[src/rtl/mj32_pkg.sv]
// Shared definitions for the mj32 fetch path: prefetch FSM states,
// instruction size and the default reset vector.
package mj32_pkg;

   typedef enum logic [1:0] {
      IDLE = 2'd0,
      REQ  = 2'd1,
      DROP = 2'd2
   } ifq_state_t;

   localparam int          INSTR_BYTES          = 4;
   localparam logic [31:0] DEFAULT_RESET_VECTOR = 32'h0000_0000;

endpackage

[src/rtl/ifq_fifo.sv]
// Instruction queue storage: DEPTH entries of {instruction, pc}, with a
// flush that clears the pointers and the count in a single cycle.
module ifq_fifo #(
   parameter int DEPTH = 4,
   parameter int WIDTH = 64
) (
   input  logic                     clk,
   input  logic                     reset,
   input  logic                     i_flush,
   input  logic                     i_push,
   input  logic [WIDTH-1:0]         i_pushData,
   input  logic                     i_pop,
   output logic [WIDTH-1:0]         o_headData,
   output logic [$clog2(DEPTH):0]   o_count
);

   localparam int PW = $clog2(DEPTH);
   localparam logic [PW-1:0] PTR_ONE   = PW'(1);
   localparam logic [PW:0]   COUNT_ONE = (PW + 1)'(1);

   logic [WIDTH-1:0] r_mem [DEPTH];
   logic [PW-1:0]    r_wrPtr;
   logic [PW-1:0]    r_rdPtr;
   logic [PW:0]      r_count;

   // Pointers wrap naturally because DEPTH is a power of two; flush wins
   // over any push or pop arriving in the same cycle.
   always_ff @(posedge clk or posedge reset) begin
      if (reset) begin
         for (int i = 0; i < DEPTH; i++) begin
            r_mem[i] <= '0;
         end
         r_wrPtr <= '0;
         r_rdPtr <= '0;
         r_count <= '0;
      end else if (i_flush) begin
         r_wrPtr <= '0;
         r_rdPtr <= '0;
         r_count <= '0;
      end else begin
         if (i_push) begin
            r_mem[r_wrPtr] <= i_pushData;
            r_wrPtr        <= r_wrPtr + PTR_ONE;
         end
         if (i_pop) begin
            r_rdPtr <= r_rdPtr + PTR_ONE;
         end
         case ({i_push, i_pop})
            2'b10:   r_count <= r_count + COUNT_ONE;
            2'b01:   r_count <= r_count - COUNT_ONE;
            default: r_count <= r_count;
         endcase
      end
   end

   assign o_headData = r_mem[r_rdPtr];
   assign o_count    = r_count;

endmodule

[src/rtl/instr_prefetch.sv]
// Instruction prefetcher: one outstanding imem read at a time, redirect via
// preset, results queued in ifq_fifo. IFETCH_BYPASS_EN adds an empty-queue bypass.
module instr_prefetch
   import mj32_pkg::*;
#(
   parameter int          DEPTH        = 4,
   parameter logic [31:0] RESET_VECTOR = DEFAULT_RESET_VECTOR
) (
   input  logic        clk,
   input  logic        reset,
   input  logic        preset,
   input  logic [31:0] preset_address,
   output logic        imem_req,
   output logic [31:0] imem_addr,
   input  logic        imem_ack,
   input  logic [31:0] imem_rdata,
   output logic        instr_valid,
   output logic [31:0] instruction,
   output logic [31:0] instr_pc,
   input  logic        instr_ready
);

   localparam int            CW         = $clog2(DEPTH) + 1;
   localparam logic [CW-1:0] FULL_COUNT = CW'(DEPTH);

   ifq_state_t    r_state;
   ifq_state_t    w_nextState;
   logic [31:0]   r_fetchAddr;
   logic [31:0]   r_imemAddr;
   logic          w_issue;
   logic          w_accept;
   logic          w_bypass;
   logic          w_push;
   logic          w_pop;
   logic          w_queueEmpty;
   logic [CW-1:0] w_count;
   logic [63:0]   w_head;

   always_ff @(posedge clk or posedge reset) begin
      if (reset) begin
         r_state <= IDLE;
      end else begin
         r_state <= w_nextState;
      end
   end

   // w_accept marks the only ack whose data is kept: live request, no redirect.
   always_comb begin
      w_nextState = r_state;
      w_issue     = 1'b0;
      w_accept    = 1'b0;
      imem_req    = 1'b0;
      case (r_state)
         IDLE: begin
            if (!preset && (w_count < FULL_COUNT)) begin
               w_nextState = REQ;
               w_issue     = 1'b1;
            end
         end
         REQ: begin
            imem_req = 1'b1;
            if (preset) begin
               w_nextState = imem_ack ? IDLE : DROP;
            end else if (imem_ack) begin
               w_nextState = IDLE;
               w_accept    = 1'b1;
            end
         end
         DROP: begin
            imem_req = 1'b1;
            if (imem_ack) begin
               w_nextState = IDLE;
            end
         end
         default: w_nextState = IDLE;
      endcase
   end

   // A redirect always overrides the sequential increment.
   always_ff @(posedge clk or posedge reset) begin
      if (reset) begin
         r_fetchAddr <= RESET_VECTOR;
         r_imemAddr  <= '0;
      end else begin
         if (w_issue) begin
            r_imemAddr <= r_fetchAddr;
         end
         if (preset) begin
            r_fetchAddr <= {preset_address[31:2], 2'b00};
         end else if (w_accept) begin
            r_fetchAddr <= r_fetchAddr + 32'(INSTR_BYTES);
         end
      end
   end

   assign imem_addr    = r_imemAddr;
   assign w_queueEmpty = (w_count == '0);

`ifdef IFETCH_BYPASS_EN
   assign w_bypass    = w_accept && w_queueEmpty;
   assign instr_valid = !w_queueEmpty || w_bypass;
   assign instruction = w_bypass ? imem_rdata : w_head[63:32];
   assign instr_pc    = w_bypass ? r_imemAddr : w_head[31:0];
`else
   assign w_bypass    = 1'b0;
   assign instr_valid = !w_queueEmpty;
   assign instruction = w_head[63:32];
   assign instr_pc    = w_head[31:0];
`endif

   // A bypassed word consumed in the same cycle never enters the queue.
   assign w_push = w_accept && !(w_bypass && instr_ready);
   assign w_pop  = !w_queueEmpty && instr_ready && !preset;

   ifq_fifo #(
      .DEPTH (DEPTH),
      .WIDTH (64)
   ) u_fifo (
      .clk        (clk),
      .reset      (reset),
      .i_flush    (preset),
      .i_push     (w_push),
      .i_pushData ({imem_rdata, r_imemAddr}),
      .i_pop      (w_pop),
      .o_headData (w_head),
      .o_count    (w_count)
   );

endmodule

[config.mk]
export PLATFORM = sky130hd
export DESIGN_NAME = instr_prefetch
export DESIGN_NICKNAME = d
export VERILOG_FILES = /design/src/rtl/mj32_pkg.sv /design/src/rtl/ifq_fifo.sv /design/src/rtl/instr_prefetch.sv
export SDC_FILE = /design/constraint.sdc
export NUM_CORES = 1
export LEC_CHECK = 0
export CAP_MARGIN = 20
export CORE_MARGIN = 2
export CORE_UTILIZATION = 25
export DETAILED_ROUTE_END_ITERATION = 10
export MAX_ROUTING_LAYER = met4
export PLACE_DENSITY = 0.4
export SYNTH_ARGS = -nofsm -noshare
export SYNTH_HDL_FRONTEND = slang
export SYNTH_SLANG_ARGS = --single-unit
export TNS_END_PERCENT = 50
[constraint.sdc]
create_clock -name clk -period 11.5 [get_ports clk]
set_input_delay 2.3 -clock clk [delete_from_list [all_inputs] [get_ports clk]]
set_output_delay 2.3 -clock clk [all_outputs]
set_load 0.02 [all_outputs]
==> results.yml <==
detailed_routing:
  dr.max_layer_used: "met4"
  wl_um: 37200
  dr_total_vias: 8522
  wl_met1_um: 16800
  antenna_left: 0
  drt_iter0_markers: 292
  wl_met2_um: 17800
  dr.pass1.iters: 4
  wl_per_cell_um: 19.7
  via_per_inst: 4.53
  routed-wl-met3_um: 1760
  route.detailed.drc: 0
logic_synthesis:
  yosys_most_used_dff: "dfrtp_1"
  ys_seq_elements: 317
  synth_enable_flop_cells: 0
  synth-seq-area-share_pct: 56.3
  yosysMostFrequentCell: "dfrtp_1"
  synth_top_area_cell: "dfrtp_1"
  ys_types: 45
  syn_avg_cell_area_um2: 15.0
  synthTopCellsByCount: "dfrtp_1 (317), mux2_2 (280), mux4_2 (62)"
  netlist_instances: 942
  synth_area_um2: 14100
  async_reset_ff_share_pct: 100
  synth_top_cell_area_share_pct: 56.3
  netlist_top_cells_area: "dfrtp_1 (56%), mux2_2 (22%), mux4_2 (9.9%)"
  yosysWarnings: 0
layout:
  nets: 1176
  fillerInstances: 5561
  drive_above_1_share_pct: 37.7
  num_antenna_cells: 0
  area_growth_pct: 26.4
floorplan:
  dieArea_um2: 58300
  core_um2: 56100
  rows: 87
  die_w_um: 242
  start_util_pct: 25.2
  die_h_um: 242
  num_io_pins: 167
min_path:
  min_path_cells: 1
  hold_class: "flop to flop"
clock_network:
  cts-htree-levels: 2
  cts_root_buffer: "clkbuf_16"
  cts-buffers-inserted: 40
  clock_sinks: 317
  postCtsSetupBuffers: 0
  cts_resized: 0
  clkSlewWorstSetupHoldPaths_ns: 0.06
  ctsLongestPathBuffers: 3
  clk_latency_ns: 0.54
  hold_buffers: 0
  cts_tree: "done"
critical_path:
  critical_path.max_stage_delay_ns: 0.97
  endpoint_kind: "output pin"
  reg2reg_depth: 7
  crit_slowest_cell: "dfrtp_4"
  arrival_ns: 3.44
  cp-start-kind: "flop"
  worstPathMaxFanout: 33
  path_cells: "buf_4, mux4_2, clkdlybuf4s50_1"
  path_class: "flop to output pin"
  worstPathRequired_ns: 9.20
global_route:
  grt-ovfl-total: 0
  grt.total_usage_pct: 13.3
  antenna_found_initial: 0
  grt_pass1_wl_um: 58000
  grt_pass1_vias: 9118
  grt_max_degree: 134
timing:
  fin_setup_tns_ns: 0
  clock.fmax_mhz: 174
  min_period_ns: 5.74
  drv_slew: 0
  relSlewSlack_pct: 23.3
  hold_violations: 0
  fin_crit_sh_pct: 49.9
  fin_skew_ns: 0.0195
  rsz0062_at_grt: "no"
  setup_viol: 0
  worstMarginPinSlew_ns: 1.14
placement:
  portBuffers: 160
  dpl.hpwl_um: 22100
  routabilityCongestion: 0.740
run_status:
  status: "finished, final reports clean"
power:
  p_total_mw: 4.49
  power_density_nw_per_um2: 252
  p_leak_nw: 7.74
  peakVddDrop_v: 0.000103
run:
  maxCapViolCount: 0
cells by family after synthesis:
group,share of synthesized area (%)
adder cells (fa/ha/maj),0.940
multiplexers,32.4
buffers and inverters,2.08
flip-flops,56.3
other,0.0266
AND/OR/NAND/NOR,4.98
AO/OA/AOI/OAI,2.46
XOR/XNOR,0.870
critical path: cells and delay by family (launching register included):
| kind | cells | cell delay [ns] |
|---|---|---|
| flip-flops | 1 | 0.97 |
| multiplexers | 1 | 0.57 |
| buffers and inverters | 2 | 1.31 |
where the power goes:
part / internal [mW] / switching [mW]
combinational: 0.878 / 0.675
clock: 0.747 / 0.487
sequential: 1.43 / 0.274
total: 3.06 / 1.44
worst paths after layout:
path | endpoint | startpoint | slack [ns]
setup / recovery | instr_pc[16] | u_fifo.r_rdPtr[0]$_DFFE_PP0P_ | 5.76
hold reg to reg | u_fifo.r_mem[62]$_DFFE_PP0P_ | u_fifo.r_mem[62]$_DFFE_PP0P_ | 0.50
setup reg to reg | u_fifo.r_mem[62]$_DFFE_PP0P_ | r_state[1]$_DFFE_PP0P_ | 8.30
max in group asynchronous | u_fifo.r_mem[121]$_DFFE_PP0P_ | reset | 7.73
min in group asynchronous | u_fifo.r_mem[34]$_DFFE_PP0P_ | reset | 2.37
hold / removal | u_fifo.r_mem[62]$_DFFE_PP0P_ | u_fifo.r_mem[62]$_DFFE_PP0P_ | 0.50
flip-flops by register name, indices dropped and copies added (netlist names):
register,cells
r_fetchAddr,30
u_fifo.o_count,3
r_state,2
u_fifo.r_wrPtr,2
imem_addr,30
u_fifo.r_rdPtr,2
u_fifo.r_mem,248
cells in the final DEF, fill, tap and decap left out, types with 3 or more instances in the layout:
cell,synthesis,layout
nand4_1,12,12
clkbuf_8,0,11
buf_4,5,10
conb_1,1,4
a21oi_1,3,3
nand2_4,0,4
and4_1,6,6
ha_1,9,9
nand2_1,41,37
clkbuf_1,39,12
clkbuf_16,0,41
or4_1,13,13
mux4_2,62,62
mux2_2,280,280
o31ai_1,8,8
o211ai_1,5,5
inv_1,9,8
dfrtp_1,317,315
nor3_1,4,4
o21ai_0,16,16
and2_1,6,7
xnor2_1,7,7
nand3_1,14,14
nor2_1,22,22
xor2_1,7,7
a31oi_1,10,10
clkdlybuf4s50_1,0,159
clkinv_2,0,7
or3_1,4,4
cell type report:
class / instances / area, µm² / area share [%]
well taps: 756 / 946 / 5.31
clock inverters: 8 / 65.1 / 0.365
repair buffers: 171 / 1690 / 9.49
flip-flops and latches: 317 / 7940 / 44.5
multi-input cells: 558 / 5920 / 33.2
clock buffers: 64 / 1220 / 6.86
inverters: 9 / 41.3 / 0.232
per-stage QoR:
| stage | cell area, µm² | worst slack (ns) | util (%) | instances | hold slack (ns) |
|---|---|---|---|---|---|
| global placement | 16500 | 6.17 | 29.5 | 1811 | 0.482 |
| detailed placement | 16500 | 6.11 | 29.5 | 1811 | 0.487 |
| global route | 17800 | 5.49 | 31.8 | 1883 | 0.506 |
| floorplan | 14100 | 0.429 | - | 945 | 0.474 |
| finish | 17800 | 5.76 | 31.8 | 1883 | 0.497 |
| CTS | 17800 | 5.58 | 31.8 | 1883 | 0.500 |
per-layer routing:
layer | global-route usage [%] | vias up
li1 | - | 3829
met1 | 17.5 | 4466
met2 | 20.7 | 172
met3 | 2.87 | 55
met4 | 3.62 | 0
met5 | - | -
No activity file was read; power rests on OpenSTA's default activity.
